==> config.mk <==
export PLATFORM = sky130hd
export DESIGN_NAME = trap_ctrl
export DESIGN_NICKNAME = d
export VERILOG_FILES = /design/src/rtl/trap_ctrl_pkg.sv /design/src/rtl/trap_irq_arb.sv /design/src/rtl/trap_ctrl.sv
export SDC_FILE = /design/constraint.sdc
export NUM_CORES = 1
export LEC_CHECK = 0
export ABC_AREA = 1
export BUFFER_PORTS_ARGS = -buffer_cell sky130_fd_sc_hd__buf_4
export CORE_MARGIN = 5
export CORE_UTILIZATION = 42
export DETAILED_ROUTE_END_ITERATION = 6
export GPL_ROUTABILITY_DRIVEN = 1
export HOLD_SLACK_MARGIN = 0.03
export PLACE_DENSITY = 0.8
export SLEW_MARGIN = 25
export SYNTH_ARGS = -nofsm -noshare
export SYNTH_HDL_FRONTEND = slang
export SYNTH_SLANG_ARGS = --single-unit
==> constraint.sdc <==
create_clock -name clk -period 2.1 [get_ports clk]
set_clock_uncertainty 0.05 [all_clocks]
set_input_delay 0 -clock clk [delete_from_list [all_inputs] [get_ports clk]]
set_output_delay 0 -clock clk [all_outputs]
set_load 0.02 [all_outputs]
==> src/rtl/trap_ctrl_pkg.sv <==
// Shared constants and state encoding for the trap sequencer.
// CSR addresses, mstatus bit positions, cause codes, FSM states.
package trap_ctrl_pkg;

    localparam logic [11:0] CSR_MSTATUS = 12'h300;
    localparam logic [11:0] CSR_MEPC    = 12'h341;
    localparam logic [11:0] CSR_MCAUSE  = 12'h342;
    localparam logic [11:0] CSR_MTVAL   = 12'h343;

    localparam int MSTATUS_MIE    = 3;
    localparam int MSTATUS_MPIE   = 7;
    localparam int MSTATUS_MPP_LO = 11;
    localparam int MSTATUS_MPP_HI = 12;

    localparam logic [3:0] EXC_ILLEGAL  = 4'd2;
    localparam logic [3:0] EXC_EBREAK   = 4'd3;
    localparam logic [3:0] EXC_LD_MISAL = 4'd4;
    localparam logic [3:0] EXC_ST_MISAL = 4'd6;
    localparam logic [3:0] EXC_ECALL_M  = 4'd11;

    localparam logic [3:0] IRQ_MSI = 4'd3;
    localparam logic [3:0] IRQ_MTI = 4'd7;
    localparam logic [3:0] IRQ_MEI = 4'd11;

    typedef enum logic [2:0] {
        S_IDLE,
        S_W_MEPC,
        S_W_MCAUSE,
        S_W_MTVAL,
        S_W_MSTAT,
        S_M_MSTAT,
        S_REDIR
    } trap_state_e;

endpackage

==> src/rtl/trap_irq_arb.sv <==
// Interrupt masking and fixed-priority encode (MEI > MSI > MTI).
// Ports: mstatus_mie, mie_* enables, irq_* lines -> irq_pending, irq_code.
module trap_irq_arb
    import trap_ctrl_pkg::*;
(
    input  logic       mstatus_mie,
    input  logic       mie_ext,
    input  logic       mie_sw,
    input  logic       mie_timer,
    input  logic       irq_ext,
    input  logic       irq_sw,
    input  logic       irq_timer,
    output logic       irq_pending,
    output logic [3:0] irq_code
);

    logic ext_p;
    logic sw_p;
    logic tm_p;

    assign ext_p = irq_ext & mie_ext;
    assign sw_p  = irq_sw & mie_sw;
    assign tm_p  = irq_timer & mie_timer;

    assign irq_pending = mstatus_mie & (ext_p | sw_p | tm_p);

    always_comb begin
        irq_code = '0;
        if (ext_p)
            irq_code = IRQ_MEI;
        else if (sw_p)
            irq_code = IRQ_MSI;
        else if (tm_p)
            irq_code = IRQ_MTI;
    end

endmodule

==> src/rtl/trap_ctrl.sv <==
// Trap sequencer: writes mepc/mcause/mtval/mstatus, then redirects fetch.
// Ports: exception/mret/irq requests in, CSR write port out, stall/flush/redirect out.
module trap_ctrl
    import trap_ctrl_pkg::*;
#(
    parameter int XLEN   = 32,
    parameter int VEC_EN = 1
) (
    input  logic            clk,
    input  logic            rst,
    input  logic            exc_valid,
    input  logic [3:0]      exc_cause,
    input  logic [XLEN-1:0] exc_pc,
    input  logic [XLEN-1:0] exc_tval,
    input  logic            mret_valid,
    input  logic [XLEN-1:0] int_pc,
    input  logic            irq_ext,
    input  logic            irq_sw,
    input  logic            irq_timer,
    input  logic [XLEN-1:0] csr_mstatus,
    input  logic [XLEN-1:0] csr_mie,
    input  logic [XLEN-1:0] csr_mtvec,
    input  logic [XLEN-1:0] csr_mepc,
    output logic            csr_we,
    output logic [11:0]     csr_waddr,
    output logic [XLEN-1:0] csr_wdata,
    input  logic            csr_wack,
    output logic            trap_busy,
    output logic            flush,
    output logic            redirect_valid,
    output logic [XLEN-1:0] redirect_pc
);

    trap_state_e state_q, state_n;

    logic [XLEN-1:0] epc_q, cause_q, tval_q;
    logic [3:0]      code_q;
    logic            is_int_q, is_mret_q;

    logic            we_n;
    logic [11:0]     waddr_n;
    logic [XLEN-1:0] wdata_n;

    logic            irq_pending;
    logic [3:0]      irq_code;
    logic            idle, accept;
    logic            take_exc, take_mret, take_irq;
    logic [XLEN-1:0] cap_epc, cap_cause, cap_tval;
    logic [XLEN-1:0] base, tgt;
    logic            vec;
    logic            unused_ok;

    function automatic logic [XLEN-1:0] trap_mstat(input logic [XLEN-1:0] s);
        logic [XLEN-1:0] m;
        m = s;
        m[MSTATUS_MPIE] = s[MSTATUS_MIE];
        m[MSTATUS_MIE]  = 1'b0;
        m[MSTATUS_MPP_HI:MSTATUS_MPP_LO] = 2'b11;
        return m;
    endfunction

    function automatic logic [XLEN-1:0] mret_mstat(input logic [XLEN-1:0] s);
        logic [XLEN-1:0] m;
        m = s;
        m[MSTATUS_MIE]  = s[MSTATUS_MPIE];
        m[MSTATUS_MPIE] = 1'b1;
        m[MSTATUS_MPP_HI:MSTATUS_MPP_LO] = 2'b11;
        return m;
    endfunction

    trap_irq_arb u_arb (
        .mstatus_mie (csr_mstatus[MSTATUS_MIE]),
        .mie_ext     (csr_mie[11]),
        .mie_sw      (csr_mie[3]),
        .mie_timer   (csr_mie[7]),
        .irq_ext     (irq_ext),
        .irq_sw      (irq_sw),
        .irq_timer   (irq_timer),
        .irq_pending (irq_pending),
        .irq_code    (irq_code)
    );

    assign idle      = (state_q == S_IDLE);
    assign take_exc  = idle & exc_valid;
    assign take_mret = idle & ~exc_valid & mret_valid;
    assign take_irq  = idle & ~exc_valid & ~mret_valid & irq_pending;
    assign accept    = take_exc | take_mret | take_irq;

    assign cap_epc   = take_exc ? exc_pc : int_pc;
    assign cap_cause = take_exc ? {1'b0, {(XLEN-5){1'b0}}, exc_cause}
                                : {1'b1, {(XLEN-5){1'b0}}, irq_code};
    assign cap_tval  = take_exc ? exc_tval : '0;

    assign trap_busy = accept | ~idle;

    always_ff @(posedge clk or posedge rst) begin
        if (rst) begin
            state_q <= S_IDLE;
        end else begin
            state_q <= state_n;
        end
    end

    always_comb begin
        state_n = state_q;
        unique case (state_q)
            S_IDLE: begin
                if (take_exc | take_irq)
                    state_n = S_W_MEPC;
                else if (take_mret)
                    state_n = S_M_MSTAT;
            end
            S_W_MEPC:   if (csr_wack) state_n = S_W_MCAUSE;
            S_W_MCAUSE: if (csr_wack) state_n = S_W_MTVAL;
            S_W_MTVAL:  if (csr_wack) state_n = S_W_MSTAT;
            S_W_MSTAT:  if (csr_wack) state_n = S_REDIR;
            S_M_MSTAT:  if (csr_wack) state_n = S_REDIR;
            S_REDIR:    state_n = S_IDLE;
            default:    state_n = S_IDLE;
        endcase
    end

    // Write port is loaded only on state entry so it stays put while
    // the csr block stalls the ack.
    always_comb begin
        we_n    = 1'b0;
        waddr_n = csr_waddr;
        wdata_n = csr_wdata;
        unique case (state_n)
            S_W_MEPC, S_W_MCAUSE, S_W_MTVAL,
            S_W_MSTAT, S_M_MSTAT: we_n = 1'b1;
            default:              we_n = 1'b0;
        endcase
        if (state_n != state_q) begin
            unique case (state_n)
                S_W_MEPC: begin
                    waddr_n = CSR_MEPC;
                    wdata_n = cap_epc;
                end
                S_W_MCAUSE: begin
                    waddr_n = CSR_MCAUSE;
                    wdata_n = cause_q;
                end
                S_W_MTVAL: begin
                    waddr_n = CSR_MTVAL;
                    wdata_n = tval_q;
                end
                S_W_MSTAT: begin
                    waddr_n = CSR_MSTATUS;
                    wdata_n = trap_mstat(csr_mstatus);
                end
                S_M_MSTAT: begin
                    waddr_n = CSR_MSTATUS;
                    wdata_n = mret_mstat(csr_mstatus);
                end
                default: begin
                    waddr_n = '0;
                    wdata_n = '0;
                end
            endcase
        end
    end

    always_ff @(posedge clk or posedge rst) begin
        if (rst) begin
            csr_we         <= 1'b0;
            csr_waddr      <= '0;
            csr_wdata      <= '0;
            flush          <= 1'b0;
            redirect_valid <= 1'b0;
            epc_q          <= '0;
            cause_q        <= '0;
            tval_q         <= '0;
            code_q         <= '0;
            is_int_q       <= 1'b0;
            is_mret_q      <= 1'b0;
        end else begin
            csr_we         <= we_n;
            csr_waddr      <= waddr_n;
            csr_wdata      <= wdata_n;
            flush          <= accept;
            redirect_valid <= (state_n == S_REDIR);
            if (take_exc | take_irq) begin
                epc_q   <= cap_epc;
                cause_q <= cap_cause;
                tval_q  <= cap_tval;
                code_q  <= take_exc ? exc_cause : irq_code;
            end
            if (accept) begin
                is_int_q  <= take_irq;
                is_mret_q <= take_mret;
            end
        end
    end

    assign base = {csr_mtvec[XLEN-1:2], 2'b00};
    assign vec  = (VEC_EN != 0) && is_int_q && (csr_mtvec[1:0] == 2'b01);
    assign tgt  = vec ? base + XLEN'({code_q, 2'b00}) : base;

    // mret target reads mepc live in the redirect cycle.
    assign redirect_pc = !redirect_valid ? '0
                       : is_mret_q ? {csr_mepc[XLEN-1:1], 1'b0}
                       : tgt;

    assign unused_ok = ^{csr_mie[XLEN-1:12], csr_mie[10:8],
                         csr_mie[6:4], csr_mie[2:0],
                         csr_mepc[0], epc_q};

endmodule

# ---- After elaboration in Yosys (flattened, before gate mapping)
# Index checks and enable logic that the tools add are counted.
dict set report op_classes {
  reduce_logical 5
  add_sub_neg 1
  n_bitwise 18
  mux 20
  n_eq_ne 13
}
# cell count
set op_table {}
lappend op_table {{32-bit 2-to-1 mux} 6}
lappend op_table {{32-bit one-hot mux with 5 select lines} 1}
lappend op_table {{10-bit one-hot mux with 4 select lines} 1}
lappend op_table {{32-bit by 6-bit adder with 32-bit output} 1}
lappend op_table {{3-bit 2-to-1 mux} 7}
lappend op_table {{3-bit == test, second input constant} 5}
lappend op_table {{3-bit one-hot mux with 5 select lines} 1}
lappend op_table {{3-bit by 2-bit == test with 1-bit output, second input constant} 4}
lappend op_table {{4-bit 2-to-1 mux} 3}
lappend op_table {{1-bit bitwise AND} 9}
lappend op_table {{3-bit by 1-bit == test with 1-bit output, second input constant} 2}
lappend op_table {{1-bit OR} 6}
lappend op_table {{5-bit OR reduction} 1}
lappend op_table {{2-bit OR reduction} 2}
lappend op_table {{3-bit zero test} 1}
lappend op_table {{3-bit != test} 1}
lappend op_table {{1-bit inverter} 3}
lappend op_table {{2-bit by 1-bit == test with 1-bit output, second input constant} 1}
lappend op_table {{1-bit logical AND} 1}
lappend op_table {{1-bit 2-to-1 mux} 1}
dict set report totals {
  in_bits 236
  regBits 120
  output_inout_bits 80
  wordCells 68
}

# ---- Depth between registers and ports, before layout
dict set report logic_depth {
  depth_word 11
  depth_mapped 15
  depth_no_buf 15
}

# ---- Hierarchy
# A second synthesis with hierarchy kept.
dict set report hier_totals {
  hier_cells 1024
  area_unflattened_um2 6137.1
}
# mod area_per_inst_um2 cells_per_inst seq_area_each_um2 n_inst
set modules_own_cells {}
lappend modules_own_cells {trap_ctrl 6074.6 1013 2026.9 1}
lappend modules_own_cells {trap_irq_arb 62.6 11 0.0 1}

# ---- Least setup slack after synthesis
# Ideal clock, no wire load.
dict set report synth_path {
  path_type {register to output}
  start {register code_q[0]}
  end {output redirect_pc[14]}
  path_buffers 0
  stages_incl_launch_ff 14
  arrival_ns 1.864
  slack_ns 0.186
  cell_sequence {dfrtp_1 -> ha_1 -> fa_1 -> nand2_1 -> nand2_1 -> nand2_1 -> nand2_1 -> nand2_1 -> nor2_1 -> nand2_1 -> o21ai_0 -> nand2_1 -> o21ai_0 -> inv_1}
}
dict set report synth_between {
  elab_chain_len 4
}
# item line_no
set synth_rtl {}
lappend synth_rtl {{from (decl)} trap_ctrl.sv:37} ;# logic [3:0] code_q;
lappend synth_rtl {{from (signal assigned)} trap_ctrl.sv:187} ;# code_q <= take_exc ? exc_cause : irq_code;
lappend synth_rtl {{32-bit by 6-bit adder with 32-bit output} trap_ctrl.sv:198} ;# assign tgt = vec ? base + XLEN'({code_q, 2'b00}) : base;
lappend synth_rtl {{32-bit 2-to-1 mux} trap_ctrl.sv:198}
lappend synth_rtl {{32-bit 2-to-1 mux} trap_ctrl.sv:202} ;# : is_mret_q ? {csr_mepc[XLEN-1:1], 1'b0}
lappend synth_rtl {{32-bit 2-to-1 mux} trap_ctrl.sv:201} ;# assign redirect_pc = !redirect_valid ? '0
lappend synth_rtl {{to (decl)} trap_ctrl.sv:31} ;# output logic [XLEN-1:0] redirect_pc
# Every way passes these cells.

# ---- Worst setup path in the final report
dict set report layout_path {
  start {register code_q[0]}
  end {output redirect_pc[10]}
}
# Same word-level chain as after synthesis.

==> run_results.csv <==
group,metric,value,unit
power_and_ir_drop,p_leak,5.48,nW
critical_path,crit_type,"reg2out",
timing,worst_slew_pin_slew,0.529,ns
cells_and_area,nFillCells,971,
die,rows,43,
global_routing,grt_remaining_overflow,0,
yosys,synthTopCellsByArea,"dfrtp_1 34%, nand2_1 29%, nand3_1 6.0%",
min_path,hold_class,"in2reg",
drt,wire_per_inst,17.6,um
yosys,syn_inst,942,
yosys,synth_most_common_cell,"nand2_1",
yosys,synth_top_area_share,33.9,%
drt,vias,8273,
power_and_ir_drop,p_clk_share,15.1,%
timing,hold_viol,0,
power_and_ir_drop,pwr-share-seq,23.6,%
drt,totalWireLength,26.8,mm
die,die_area,0.0167,mm^2
critical_path,worst-path-max-fanout,3,
place,dp_slack,-0.0165,ns
yosys,ys_seq_elements,81,
yosys,synth-compound-area-share,11.0,%
cells_and_area,drive_above_1_share,30.5,%
cells_and_area,syn_to_final_growth,68.5,%
drt,dr.first_iter.drc_count,668,
critical_path,end_kind,"output port",
timing,whs,0.0269,ns
critical_path,worstPathRequired,2.05,ns
power_and_ir_drop,ir_drop,0.000731,V
power_and_ir_drop,power.density,1160,mW/mm^2
clock_network,tritoncts,"yes",
run_status,status,"complete, but fails checks",
yosys,yosys-top-cells-count,"457 x nand2_1, 81 x dfrtp_1, 72 x nand3_1, 65 x inv_1, 55 x nor2_1",
flow_run,maxCapViolCount,0,
die,core,0.0139,mm^2
clock_network,clockBufferDepth,2,
cells_and_area,finalNonFillerCells,1522,
die,die_h,129,um
timing,final_max_slew_viol_count,0,
power_and_ir_drop,internal_power,6.08,mW
global_routing,grt_max_degree,82,
clock_network,ctsHtreeMaxLevel,3,
global_routing,grt_pass1_vias,8065,
yosys,yosys.area.top_type,"dfrtp_1",
die,pin_count,316,
place,place_congestion,0.865,
global_routing,grt_usage,29.6,%
timing,setup_ws,-0.269,ns
die,initial_core_util,42.8,%
clock_network,cts_num_sinks,81,
timing,fmax,0.422,GHz
timing,finalCritPeriodShare,113,%
global_routing,grt_first_pass_wirelength,39.6,mm
yosys,synth-simple-area-share,44.0,%
clock_network,clkSlewWorstSetupHoldPaths,0.07,ns
yosys,yosysWarnings,0,
timing,period_needed,2.37,ns
critical_path,reg2reg_setup_slack,0.03,ns
timing,slew_headroom,64.5,%
yosys,synth-edff-count,0,
power_and_ir_drop,p_comb_share,61.2,%
place,dp_hpwl,16.3,mm
power_and_ir_drop,power.switching,5.53,mW
yosys,synth_xor_area_share,0.293,%
yosys,synth.mux.area_fraction,0,%
place,port_buffers,275,
yosys,synth_area,0.00597,mm^2
yosys,synthFlopType,"dfrtp_1",
timing,rsz0062_at_grt,"true",
drt,drc,0,
clock_network,numCtsBuffers,9,
yosys,synthArstFlopShare,100,%
clock_network,cts-root-buf,"clkbuf_16",
critical_path,crit_arrival,2.32,ns
yosys,yosys.area_share.adder,1.17,%
cells_and_area,multi_input_comb_area,0.00364,mm^2
yosys,synth.distinct_cells,40,
yosys,ys_seq_area_share,33.9,%
drt,routed_via_density,5.44,
global_routing,antenna_found_initial,1,
critical_path,cp-start-kind,"flip-flop",
drt,drt_pre_antenna_iters,5,
yosys,synth_top_family_by_area,"simple AND/OR/NAND/NOR gates",
run_status,violations,"setup timing",
yosys,syn_avg_cell_area,6.34,um^2
power_and_ir_drop,swShare,47.6,%
die,die_x,129,um
cells_and_area,nets,1575,
place,dp.cells,1377,
cells_and_area,seq_area,0.00203,mm^2
clock_network,worstSkewPairLatency,0.34,ns
timing,setup_viol,22,
drt,ant_nets,0,
==> power groups by stage <==
stage	combinational (mW)	clock (mW)	sequential, mW
after floorplan	3.85	0	2.90
after global placement	5.91	0	2.68
after detailed placement	6.04	0	2.68
after CTS	6.46	1.76	2.68
after global routing	7.70	1.83	2.80
final	7.11	1.76	2.75
==> cells in the final DEF (no fill, tap or decap), types with 10 or more instances in the layout <==
cell           instances
a21oi_1               13
a22o_1                32
buf_4                299
buf_6                 15
clkbuf_16             10
dfrtp_1               80
dlygate4sd3_1        105
inv_1                 59
nand2_1              440
nand2_2               17
nand3_1               64
nor2_1                51
nor3_1                14
o21ai_0               21
o21ai_1               12
==> repair_timing <==
item                       CTS  global route
buffers inserted             7            14
hold buffers               107             0
hold endpoints to repair   155             0
setup endpoints to repair   27            68
pin swaps                   18            24
gates cloned                 0             1
gates resized for setup     49            45
==> layer usage <==
metal  vias up  global-route usage (%)  wire length (um)
met5         -                       0                 0
met4         0                    16.7              1540
met3       145                    5.98              2310
met2       547                    49.8             13100
met1      3801                    35.2              9760
li1       3780                       -                 -
==> path summary, 6_finish.rpt <==
path                                   end  cells after the start          start
setup / recovery           redirect_pc[10]                     13      code_q[0]
hold / removal               csr_wdata[12]                      7     exc_pc[12]
setup reg to reg              csr_wdata[0]                     11     state_q[1]
hold reg to reg              csr_wdata[29]                      2  csr_wdata[29]
max in group asynchronous       tval_q[11]                      4            rst
min in group asynchronous        tval_q[5]                      4            rst
==> state kept, by name, indices dropped and copies added, names as in the netlist <==
name / count
cause_q: 2
code_q: 3
csr_waddr: 4
csr_wdata: 32
csr_we: 1
flush: 1
is_int_q: 1
is_mret_q: 1
redirect_valid: 1
state_q: 3
tval_q: 32
==> cell families after synthesis <==
group                      Yosys count
DFF                                 81
AOI/OAI and AO/OA                   99
adders and majority gates            5
other                                1
buffers and inverters              120
and+or+nand+nor                    634
xor gates and xnor gates             2
==> stage by stage <==
stage | area (um^2) | setup TNS, ns | utilization [%] | total power [mW]
final | 10100 | -3.50 | 72.2 | 11.6
after global routing | 10100 | -7.28 | 72.2 | 12.3
after CTS | 9790 | -2.31 | 70.3 | 10.9
after detailed placement | 8200 | -0.0237 | 58.8 | 8.72
after global placement | 8200 | 0 | 58.8 | 8.59
after floorplan | 6000 | 0 | - | 6.75
==> worst max-delay path, cell delays in order, from the launching register on <==
cell,delay [ns]
dfrtp_1,0.41
ha_4,0.18
fa_2,0.39
nand2_2,0.09
nand2_2,0.06
nand2_2,0.09
nand2_4,0.08
buf_6,0.13
nand3_4,0.05
a21oi_2,0.05
o21ai_1,0.10
o211ai_1,0.11
inv_1,0.10
buf_6,0.12
==> layout make-up <==
type,instances,share of cell area (%)
Antenna cell,3,0.0746
Multi-Input combinational cell,748,36.1
Clock inverter,7,1.02
Tap cell,180,2.24
Timing Repair Buffer,423,35.3
Sequential cell,81,20.2
Inverter,71,2.84
Clock buffer,9,2.24
(Power assumes the default switching activity.)
